<file path="src/rtl/mem_pkg.sv">
// Shared definitions for the MEM stage: opcodes, FSM state, default address
// map and the decode payload passed from mem_addr_check to mem_access_unit.
package mem_pkg;

  localparam int unsigned XLEN  = 32;
  localparam int unsigned BE_W  = 4;
  localparam int unsigned RA_W  = 5;
  localparam int unsigned OPC_W = 6;

  // MIPS load/store major opcodes
  localparam logic [OPC_W-1:0] OPC_LB  = 6'h20;
  localparam logic [OPC_W-1:0] OPC_LH  = 6'h21;
  localparam logic [OPC_W-1:0] OPC_LW  = 6'h23;
  localparam logic [OPC_W-1:0] OPC_LBU = 6'h24;
  localparam logic [OPC_W-1:0] OPC_LHU = 6'h25;
  localparam logic [OPC_W-1:0] OPC_SB  = 6'h28;
  localparam logic [OPC_W-1:0] OPC_SH  = 6'h29;
  localparam logic [OPC_W-1:0] OPC_SW  = 6'h2B;

  // Default address map
  localparam logic [XLEN-1:0] RAM_LIMIT_DEF  = 32'h0000_2FFC;
  localparam logic [XLEN-1:0] DEV_BASE_DEF   = 32'h0000_7F00;
  localparam logic [XLEN-1:0] DEV_STRIDE_DEF = 32'h0000_0010;
  localparam int unsigned     DEV_NUM_DEF    = 2;
  localparam int unsigned     DEV_SIZE_DEF   = 12;
  localparam int unsigned     RO_OFFSET_DEF  = 8;
  localparam int unsigned     TIMEOUT_DEF    = 16;

  typedef enum logic {
    ST_IDLE = 1'b0,
    ST_WAIT = 1'b1
  } state_t;

  typedef enum logic [3:0] {
    MOP_NONE,
    MOP_LB,
    MOP_LBU,
    MOP_LH,
    MOP_LHU,
    MOP_LW,
    MOP_SB,
    MOP_SH,
    MOP_SW
  } mop_t;

  // Decoded access: operation class, region and lane-prepared store data
  typedef struct packed {
    mop_t            op;
    logic            is_load;
    logic            is_store;
    logic            in_dev;
    logic [BE_W-1:0] be;
    logic [XLEN-1:0] wdata;
  } dec_t;

  function automatic mop_t decode_op(input logic [OPC_W-1:0] opc);
    mop_t op;
    case (opc)
      OPC_LB:  op = MOP_LB;
      OPC_LBU: op = MOP_LBU;
      OPC_LH:  op = MOP_LH;
      OPC_LHU: op = MOP_LHU;
      OPC_LW:  op = MOP_LW;
      OPC_SB:  op = MOP_SB;
      OPC_SH:  op = MOP_SH;
      OPC_SW:  op = MOP_SW;
      default: op = MOP_NONE;
    endcase
    return op;
  endfunction

endpackage

</file>
<file path="src/rtl/mem_addr_check.sv">
// Combinational access decode: region lookup (RAM / device windows),
// alignment, AdEL/AdES classification, byte enables and store lane data.
// Ports:
//   opcode  in   instruction major opcode
//   addr    in   effective byte address
//   wdata   in   raw store data
//   dec     out  decoded access payload (op, region, be, lane data)
//   adel    out  load address error, not gated by valid
//   ades    out  store address error, not gated by valid
module mem_addr_check
  import mem_pkg::*;
#(
  parameter logic [XLEN-1:0] RAM_LIMIT  = RAM_LIMIT_DEF,
  parameter int unsigned     DEV_NUM    = DEV_NUM_DEF,
  parameter logic [XLEN-1:0] DEV_BASE   = DEV_BASE_DEF,
  parameter logic [XLEN-1:0] DEV_STRIDE = DEV_STRIDE_DEF,
  parameter int unsigned     DEV_SIZE   = DEV_SIZE_DEF,
  parameter int unsigned     RO_OFFSET  = RO_OFFSET_DEF
) (
  input  logic [OPC_W-1:0] opcode,
  input  logic [XLEN-1:0]  addr,
  input  logic [XLEN-1:0]  wdata,
  output dec_t             dec,
  output logic             adel,
  output logic             ades
);

  localparam logic [XLEN-3:0] RO_WORD = (XLEN-2)'(RO_OFFSET >> 2);

  mop_t            op;
  logic            in_ram;
  logic            in_dev;
  logic            mapped;
  logic            ro_hit;
  logic            mis_h;
  logic            mis_w;
  logic [XLEN-1:0] win_base;
  logic [XLEN-1:0] dev_off;

  assign op     = decode_op(opcode);
  assign in_ram = (addr[XLEN-1:2] <= RAM_LIMIT[XLEN-1:2]);
  assign mapped = in_ram | in_dev;
  assign mis_h  = addr[0];
  assign mis_w  = |addr[1:0];
  assign ro_hit = in_dev & (dev_off[XLEN-1:2] == RO_WORD);

  // Device window lookup; windows never overlap so the last hit wins harmlessly
  always_comb begin
    in_dev   = 1'b0;
    dev_off  = '0;
    win_base = '0;
    for (int unsigned k = 0; k < DEV_NUM; k++) begin
      win_base = DEV_BASE + DEV_STRIDE * XLEN'(k);
      if ((addr >= win_base) && ((addr - win_base) < XLEN'(DEV_SIZE))) begin
        in_dev  = 1'b1;
        dev_off = addr - win_base;
      end
    end
  end

  // Error classification, byte enables and lane replication
  always_comb begin
    adel         = 1'b0;
    ades         = 1'b0;
    dec.op       = op;
    dec.is_load  = 1'b0;
    dec.is_store = 1'b0;
    dec.in_dev   = in_dev;
    dec.be       = 4'b1111;
    dec.wdata    = wdata;
    case (op)
      MOP_LB, MOP_LBU: begin
        dec.is_load = 1'b1;
        adel        = ~in_ram;
      end
      MOP_LH, MOP_LHU: begin
        dec.is_load = 1'b1;
        adel        = mis_h | ~in_ram;
      end
      MOP_LW: begin
        dec.is_load = 1'b1;
        adel        = mis_w | ~mapped;
      end
      MOP_SB: begin
        dec.is_store = 1'b1;
        ades         = ~mapped | in_dev | ro_hit;
        dec.be       = BE_W'(1) << addr[1:0];
        dec.wdata    = {4{wdata[7:0]}};
      end
      MOP_SH: begin
        dec.is_store = 1'b1;
        ades         = mis_h | ~mapped | in_dev | ro_hit;
        dec.be       = addr[1] ? 4'b1100 : 4'b0011;
        dec.wdata    = {2{wdata[15:0]}};
      end
      MOP_SW: begin
        dec.is_store = 1'b1;
        ades         = mis_w | ~mapped | ro_hit;
      end
      default: ;
    endcase
  end

endmodule

</file>
<file path="src/rtl/mem_access_unit.sv">
// MIPS MEM stage: issues loads/stores on a single req/ready data port,
// stalls upstream during wait states, flags AdEL/AdES, extends load data
// and holds the MEM/WB pipeline register.
// Optional feature macro: MEM_TIMEOUT_EN (adds a WAIT-state timeout and the
// bus_err output).
// Ports:
//   clk, reset             clock, synchronous active-high reset
//   valid_i .. wa_i        EX/MEM register contents
//   int_req                squash request from exception logic
//   adel, ades             combinational address errors
//   stall                  freeze upstream stages
//   mem_req .. mem_dev     data-port request side
//   mem_rdata, mem_ready   data-port response side
//   valid_o .. result_o    MEM/WB register
//   bus_err                one-cycle timeout pulse (MEM_TIMEOUT_EN only)
module mem_access_unit
  import mem_pkg::*;
#(
  parameter logic [XLEN-1:0] RAM_LIMIT  = RAM_LIMIT_DEF,
  parameter int unsigned     DEV_NUM    = DEV_NUM_DEF,
  parameter logic [XLEN-1:0] DEV_BASE   = DEV_BASE_DEF,
  parameter logic [XLEN-1:0] DEV_STRIDE = DEV_STRIDE_DEF,
  parameter int unsigned     DEV_SIZE   = DEV_SIZE_DEF,
  parameter int unsigned     RO_OFFSET  = RO_OFFSET_DEF,
  parameter int unsigned     TIMEOUT    = TIMEOUT_DEF
) (
  input  logic            clk,
  input  logic            reset,
  input  logic            valid_i,
  input  logic [XLEN-1:0] pc_i,
  input  logic [XLEN-1:0] instr_i,
  input  logic [XLEN-1:0] addr_i,
  input  logic [XLEN-1:0] wdata_i,
  input  logic [RA_W-1:0] wa_i,
  input  logic            int_req,
  output logic            adel,
  output logic            ades,
  output logic            stall,
  output logic            mem_req,
  output logic            mem_we,
  output logic [XLEN-1:0] mem_addr,
  output logic [BE_W-1:0] mem_be,
  output logic [XLEN-1:0] mem_wdata,
  output logic            mem_dev,
  input  logic [XLEN-1:0] mem_rdata,
  input  logic            mem_ready,
  output logic            valid_o,
  output logic [XLEN-1:0] pc_o,
  output logic [XLEN-1:0] instr_o,
  output logic [RA_W-1:0] wa_o,
  output logic [XLEN-1:0] rd_o,
  output logic [XLEN-1:0] result_o
`ifdef MEM_TIMEOUT_EN
  ,
  output logic            bus_err
`endif
);

  dec_t            dec;
  logic            adel_raw;
  logic            ades_raw;
  logic            issue;
  logic            timeout_c;
  logic            int_eff;
  logic            wb_valid;
  state_t          state;
  state_t          state_nxt;
  logic [7:0]      lane_b;
  logic [15:0]     lane_h;
  logic [XLEN-1:0] rd_nxt;

  mem_addr_check #(
    .RAM_LIMIT  (RAM_LIMIT),
    .DEV_NUM    (DEV_NUM),
    .DEV_BASE   (DEV_BASE),
    .DEV_STRIDE (DEV_STRIDE),
    .DEV_SIZE   (DEV_SIZE),
    .RO_OFFSET  (RO_OFFSET)
  ) u_check (
    .opcode (instr_i[XLEN-1:XLEN-OPC_W]),
    .addr   (addr_i),
    .wdata  (wdata_i),
    .dec    (dec),
    .adel   (adel_raw),
    .ades   (ades_raw)
  );

  assign adel  = valid_i & adel_raw;
  assign ades  = valid_i & ades_raw;
  assign issue = valid_i & (dec.is_load | dec.is_store) & ~adel_raw & ~ades_raw & ~int_req;

  assign mem_addr  = {addr_i[XLEN-1:2], 2'b00};
  assign mem_be    = dec.be;
  assign mem_wdata = dec.wdata;
  assign mem_dev   = dec.in_dev;
  assign mem_we    = mem_req & dec.is_store;

`ifdef MEM_TIMEOUT_EN
  localparam int unsigned CNT_W = $clog2(TIMEOUT + 1);

  logic [CNT_W-1:0] wait_cnt;

  // The IDLE request cycle counts as the first stalled cycle
  always_ff @(posedge clk) begin
    if (reset) begin
      wait_cnt <= '0;
    end else if (state == ST_IDLE) begin
      wait_cnt <= CNT_W'(1);
    end else begin
      wait_cnt <= wait_cnt + CNT_W'(1);
    end
  end

  assign timeout_c = (state == ST_WAIT) & ~mem_ready & (wait_cnt == CNT_W'(TIMEOUT));

  always_ff @(posedge clk) begin
    if (reset) begin
      bus_err <= 1'b0;
    end else begin
      bus_err <= timeout_c;
    end
  end
`else
  assign timeout_c = 1'b0;
`endif

  // FSM state register
  always_ff @(posedge clk) begin
    if (reset) begin
      state <= ST_IDLE;
    end else begin
      state <= state_nxt;
    end
  end

  // FSM next state
  always_comb begin
    state_nxt = state;
    case (state)
      ST_IDLE: if (issue && !mem_ready) state_nxt = ST_WAIT;
      ST_WAIT: if (mem_ready || timeout_c) state_nxt = ST_IDLE;
      default: state_nxt = ST_IDLE;
    endcase
  end

  // FSM outputs: request is held through WAIT, a timeout releases the pipe
  always_comb begin
    mem_req = 1'b0;
    stall   = 1'b0;
    case (state)
      ST_IDLE: begin
        mem_req = issue;
        stall   = issue & ~mem_ready;
      end
      ST_WAIT: begin
        mem_req = ~timeout_c;
        stall   = ~mem_ready & ~timeout_c;
      end
      default: ;
    endcase
  end

  // An interrupt only squashes an instruction that has not started its access
  assign int_eff  = int_req & (state == ST_IDLE);
  assign wb_valid = valid_i & ~int_eff & ~adel_raw & ~ades_raw & ~timeout_c;

  // Load lane select and extension
  always_comb begin
    case (addr_i[1:0])
      2'd0:    lane_b = mem_rdata[7:0];
      2'd1:    lane_b = mem_rdata[15:8];
      2'd2:    lane_b = mem_rdata[23:16];
      default: lane_b = mem_rdata[31:24];
    endcase
    lane_h = addr_i[1] ? mem_rdata[31:16] : mem_rdata[15:0];
    rd_nxt = '0;
    case (dec.op)
      MOP_LB:  rd_nxt = {{24{lane_b[7]}}, lane_b};
      MOP_LBU: rd_nxt = {24'd0, lane_b};
      MOP_LH:  rd_nxt = {{16{lane_h[15]}}, lane_h};
      MOP_LHU: rd_nxt = {16'd0, lane_h};
      MOP_LW:  rd_nxt = mem_rdata;
      default: rd_nxt = '0;
    endcase
  end

  // MEM/WB register
  always_ff @(posedge clk) begin
    if (reset) begin
      valid_o  <= 1'b0;
      pc_o     <= '0;
      instr_o  <= '0;
      wa_o     <= '0;
      rd_o     <= '0;
      result_o <= '0;
    end else if (!stall) begin
      valid_o  <= wb_valid;
      pc_o     <= pc_i;
      instr_o  <= instr_i;
      wa_o     <= wb_valid ? wa_i : '0;
      rd_o     <= rd_nxt;
      result_o <= addr_i;
    end
  end

endmodule
</file>
<file path="config.mk">
export PLATFORM = sky130hd
export DESIGN_NAME = mem_access_unit
export DESIGN_NICKNAME = d
export VERILOG_FILES = /design/src/rtl/mem_pkg.sv /design/src/rtl/mem_addr_check.sv /design/src/rtl/mem_access_unit.sv
export SDC_FILE = /design/constraint.sdc
export NUM_CORES = 1
export LEC_CHECK = 0
export CAP_MARGIN = 15
export CORE_AREA = 2 2 145 147
export CTS_BUF_LIST = sky130_fd_sc_hd__clkbuf_8
export DETAILED_ROUTE_END_ITERATION = 16
export DIE_AREA = 0 0 147 149
export PLACE_DENSITY = 0.82
export SLEW_MARGIN = 20
export SYNTH_ARGS = -nofsm -noshare
export SYNTH_HDL_FRONTEND = slang
export SYNTH_HIERARCHICAL = 1
export SYNTH_SLANG_ARGS = --single-unit
</file>
<file path="constraint.sdc">
create_clock -name clk -period 4.75 [get_ports clk]
set_clock_uncertainty 0.1 [all_clocks]
set_input_delay 0.7125 -clock clk [delete_from_list [all_inputs] [get_ports clk]]
set_output_delay 0.7125 -clock clk [all_outputs]
set_load 0.05 [all_outputs]
</file>
==> flow_summary.yaml <==
clocking:
  clkSinkCount: 135
  htreeDepth: 4
  cts.path.max_buffers: 2
  tritoncts: "done"
  root_buffer: "clkbuf_8"
  clk_pin_slew_ns: 0.09
  cts_buffers: 17
  ctsHoldBuffers: 0
  clkLatencyLatePin_ns: 0.45
synthesis:
  synth_area_leader_cell: "dfxtp_1"
  ys.flop_type: "dfxtp_1"
  netlist_area_um2: 7621
  synth_area_leaders: "dfxtp_1 35%, nand2_1 14%, a21oi_1 7.2%, buf_4 4.8%, mux2_2 2.8%"
  synthDistinctLibCells: 76
  synth_top_area_share_pct: 35.46
  synth-seq-area-share_pct: 35.46
  synth_edf_count: 0
  yosysWarnings: 6
  ys_ff_latch: 135
  async_flop_share_pct: 0
  netlist_instances: 991
  synth.avg_cell_area_um2: 7.690
sta:
  setup_ws_ns: -0.1211
  fin_crit_ns: 4.871
  whs_ns: 0.3526
  rsz0062_at_grt: "yes"
  timing.slew.headroom_pct: 53.06
  worstMarginPinSlew_ns: 0.7041
  hold_viol_final: 0
  fmaxAchievable_ghz: 0.2053
  maxSlewViolCount: 0
  period_share_pct: 102.6
  setup_viol: 2
cells_and_area:
  n_antenna_cell: 0
  multiInputGateArea_um2: 4517
  seq_area_um2: 2703
  final_cell_mix: "313 x clkdlybuf4s50_1, 273 x nand2_1, 157 x buf_4"
  final_common_cell: "clkdlybuf4s50_1"
  nNetsFinal: 1598
  fill_cells: 1743
  area_delta_synth_final_pct: 70.15
  drive_above_1_share_pct: 21.88
detailed_routing:
  wirelength_um: 31070
  num_vias: 9021
  dr.first_iter.drc_count: 747
  vias_per_cell: 5.275
  drc: 0
  avgRoutedWirePerCell_um: 18.17
  detail-route-antenna-nets: 0
  first_pass_iters: 5
critical_path:
  r2r_cells: 7
  r2r_end: "rd_o[19]"
  crit_required_ns: 3.94
  cp-end-kind: "primary output"
  cp.arrival_ns: 4.06
  crit_type: "input port to primary output"
  r2r_slack_ns: 2.78
  r2r_start: "state"
  startpoint_type: "input port"
  path_max_fanout: 4
min_path:
  hold_path_end: "pc_o[26]"
  whs_path_depth: 2
  hold_start: "pc_o[26]"
  hold_class: "flip-flop to flip-flop"
grt:
  grtUsageTotal_pct: 26.89
  grt_pass1_vias: 8599
  antenna_found_initial: 1
  overflow: 0
  grt_max_degree: 58
  grt_pass1_wl_um: 46660
floorplanning:
  floorplan.initialDensity_pct: 37.07
  pin_count: 378
  rows: 53
  die-area_um2: 21900
  die_w_um: 147
  coreArea_um2: 20560
  dieHeight_um: 149
placement:
  io_buffers: 375
  place_ws_ns: -0.6544
  gp_congestion: 0.9272
  dp.final_hpwl_um: 23360
power:
  peakVddDrop_uv: 158.9
  p_per_area_nw_per_um2: 241.0
  p_leak_nw: 5.322
flow_run:
  drv_cap: 0
status:
  run_status: "complete, but fails checks"
  violations: "negative setup slack"
==> worst max path at each step <==
| stage | start | endpoint | slack [ns] | depth (start not counted) |
|---|---|---|---|---|
| 2_1_floorplan | addr_i[5] | stall | 0.005 | 16 |
| 3_3_place_gp | addr_i[9] | stall | -0.63 | 18 |
| 3_5_place_dp | addr_i[4] | stall | -0.65 | 16 |
| 4_1_cts | addr_i[0] | stall | -0.12 | 15 |
| 5_1_grt | addr_i[16] | stall | -0.25 | 18 |
| 6_report | addr_i[16] | stall | -0.12 | 18 |
==> final cells by class <==
class,instances,share of cell area [%]
Sequential cell,135,20.84
Clock buffer,18,1.910
Timing Repair Buffer,520,38.31
Tap cell,275,2.653
Multi-Input combinational cell,736,34.83
Inverter,12,0.4245
Clock inverter,14,1.032
==> synthesized netlist by cell type, types with 3 or more instances <==
| master | number |
|---|---|
| a211oi_1 | 9 |
| a21o_1 | 3 |
| a21oi_1 | 109 |
| a221oi_1 | 15 |
| a22o_1 | 22 |
| a31oi_1 | 5 |
| and2_1 | 3 |
| and3_1 | 6 |
| buf_2 | 27 |
| buf_4 | 49 |
| clkbuf_1 | 30 |
| dfxtp_1 | 135 |
| ha_1 | 6 |
| inv_1 | 10 |
| mux2_2 | 19 |
| mux2i_1 | 19 |
| nand2_1 | 275 |
| nand2b_1 | 9 |
| nand3_1 | 10 |
| nand3b_1 | 3 |
| nand4_1 | 13 |
| nand4b_1 | 3 |
| nor2_1 | 51 |
| nor2b_1 | 3 |
| nor3_1 | 20 |
| nor3b_1 | 9 |
| nor4_1 | 9 |
| nor4bb_1 | 5 |
| o21ai_0 | 26 |
| o21ai_1 | 3 |
| o2bb2ai_2 | 8 |
| or3_1 | 6 |
| or3b_2 | 3 |
| or4_1 | 4 |
| xnor2_1 | 8 |
| xor2_1 | 5 |
==> power breakdown <==
group | internal (mW) | switching, mW | total [mW]
Clock | 0.399 | 0.532 | 0.930
Sequential | 1.18 | 0.0273 | 1.21
Combinational | 0.405 | 0.579 | 0.984
==> logic make-up (layout without fill, tap and decap cells) <==
kind of cell	Yosys count	count (layout)	share of synthesized area, %
AO/OA/AOI/OAI	221	221	19.26
XOR/XNOR	13	13	1.494
AND/OR/NAND/NOR	454	454	28.09
adder cells (fa/ha/maj)	7	7	1.116
buffers and inverters	121	564	9.046
flip-flops	135	135	35.46
other	1	2	0.04921
multiplexers	39	39	5.483
==> registers in the layout, indices dropped and copies added (netlist names) <==
signal    count
rd_o         32
result_o     32
state         1
wa_o          5
valid_o       1
instr_o      32
pc_o         32
==> critical path: stages <==
cell and delay, ns:
buf_4 0.13, buf_6 0.11, nor4_4 0.34, o211ai_1 0.22, buf_4 0.18, buf_4 0.13, nor2_4 0.10, xnor2_2 0.14
nand4_1 0.16, or4_4 0.55, a311oi_2 0.29, a2bb2oi_2 0.10, nor3b_2 0.20, buf_4 0.16, a31oi_4 0.08, or2_4 0.27
inv_8 0.06, buf_12 0.12
==> per-layer routing <==
metal | GRT usage [%] | vias up | part of all wire (%)
li1 | - | 4277 | -
met1 | 33.31 | 4235 | 41
met4 | 11.25 | 2 | 3.7
met2 | 44.81 | 432 | 48
met3 | 6.697 | 75 | 7.4
met5 | 0 | - | 0.045
==> stage by stage <==
stage | setup TNS (ns) | util [%] | std cells | power (mW) | instance area, um^2
6_report | -0.1809 | 63.08 | 1710 | 3.125 | 12970
3_5_place_dp | -74.61 | 59.38 | 1662 | 2.195 | 12210
3_3_place_gp | -69.03 | 59.38 | 1662 | 2.183 | 12210
4_1_cts | -0.1476 | 62.35 | 1704 | 3.135 | 12820
2_1_floorplan | 0 | - | 992 | 1.753 | 7651
5_1_grt | -0.5172 | 63.08 | 1710 | 3.249 | 12970
==> what timing repair did <==
item                       4_1_cts  5_1_grt
pin swaps                       23       23
setup endpoints to repair      131       20
setup buffers                   10        7
gates resized for setup        122       27
Note: power is estimated with default switching activity, not from simulation.
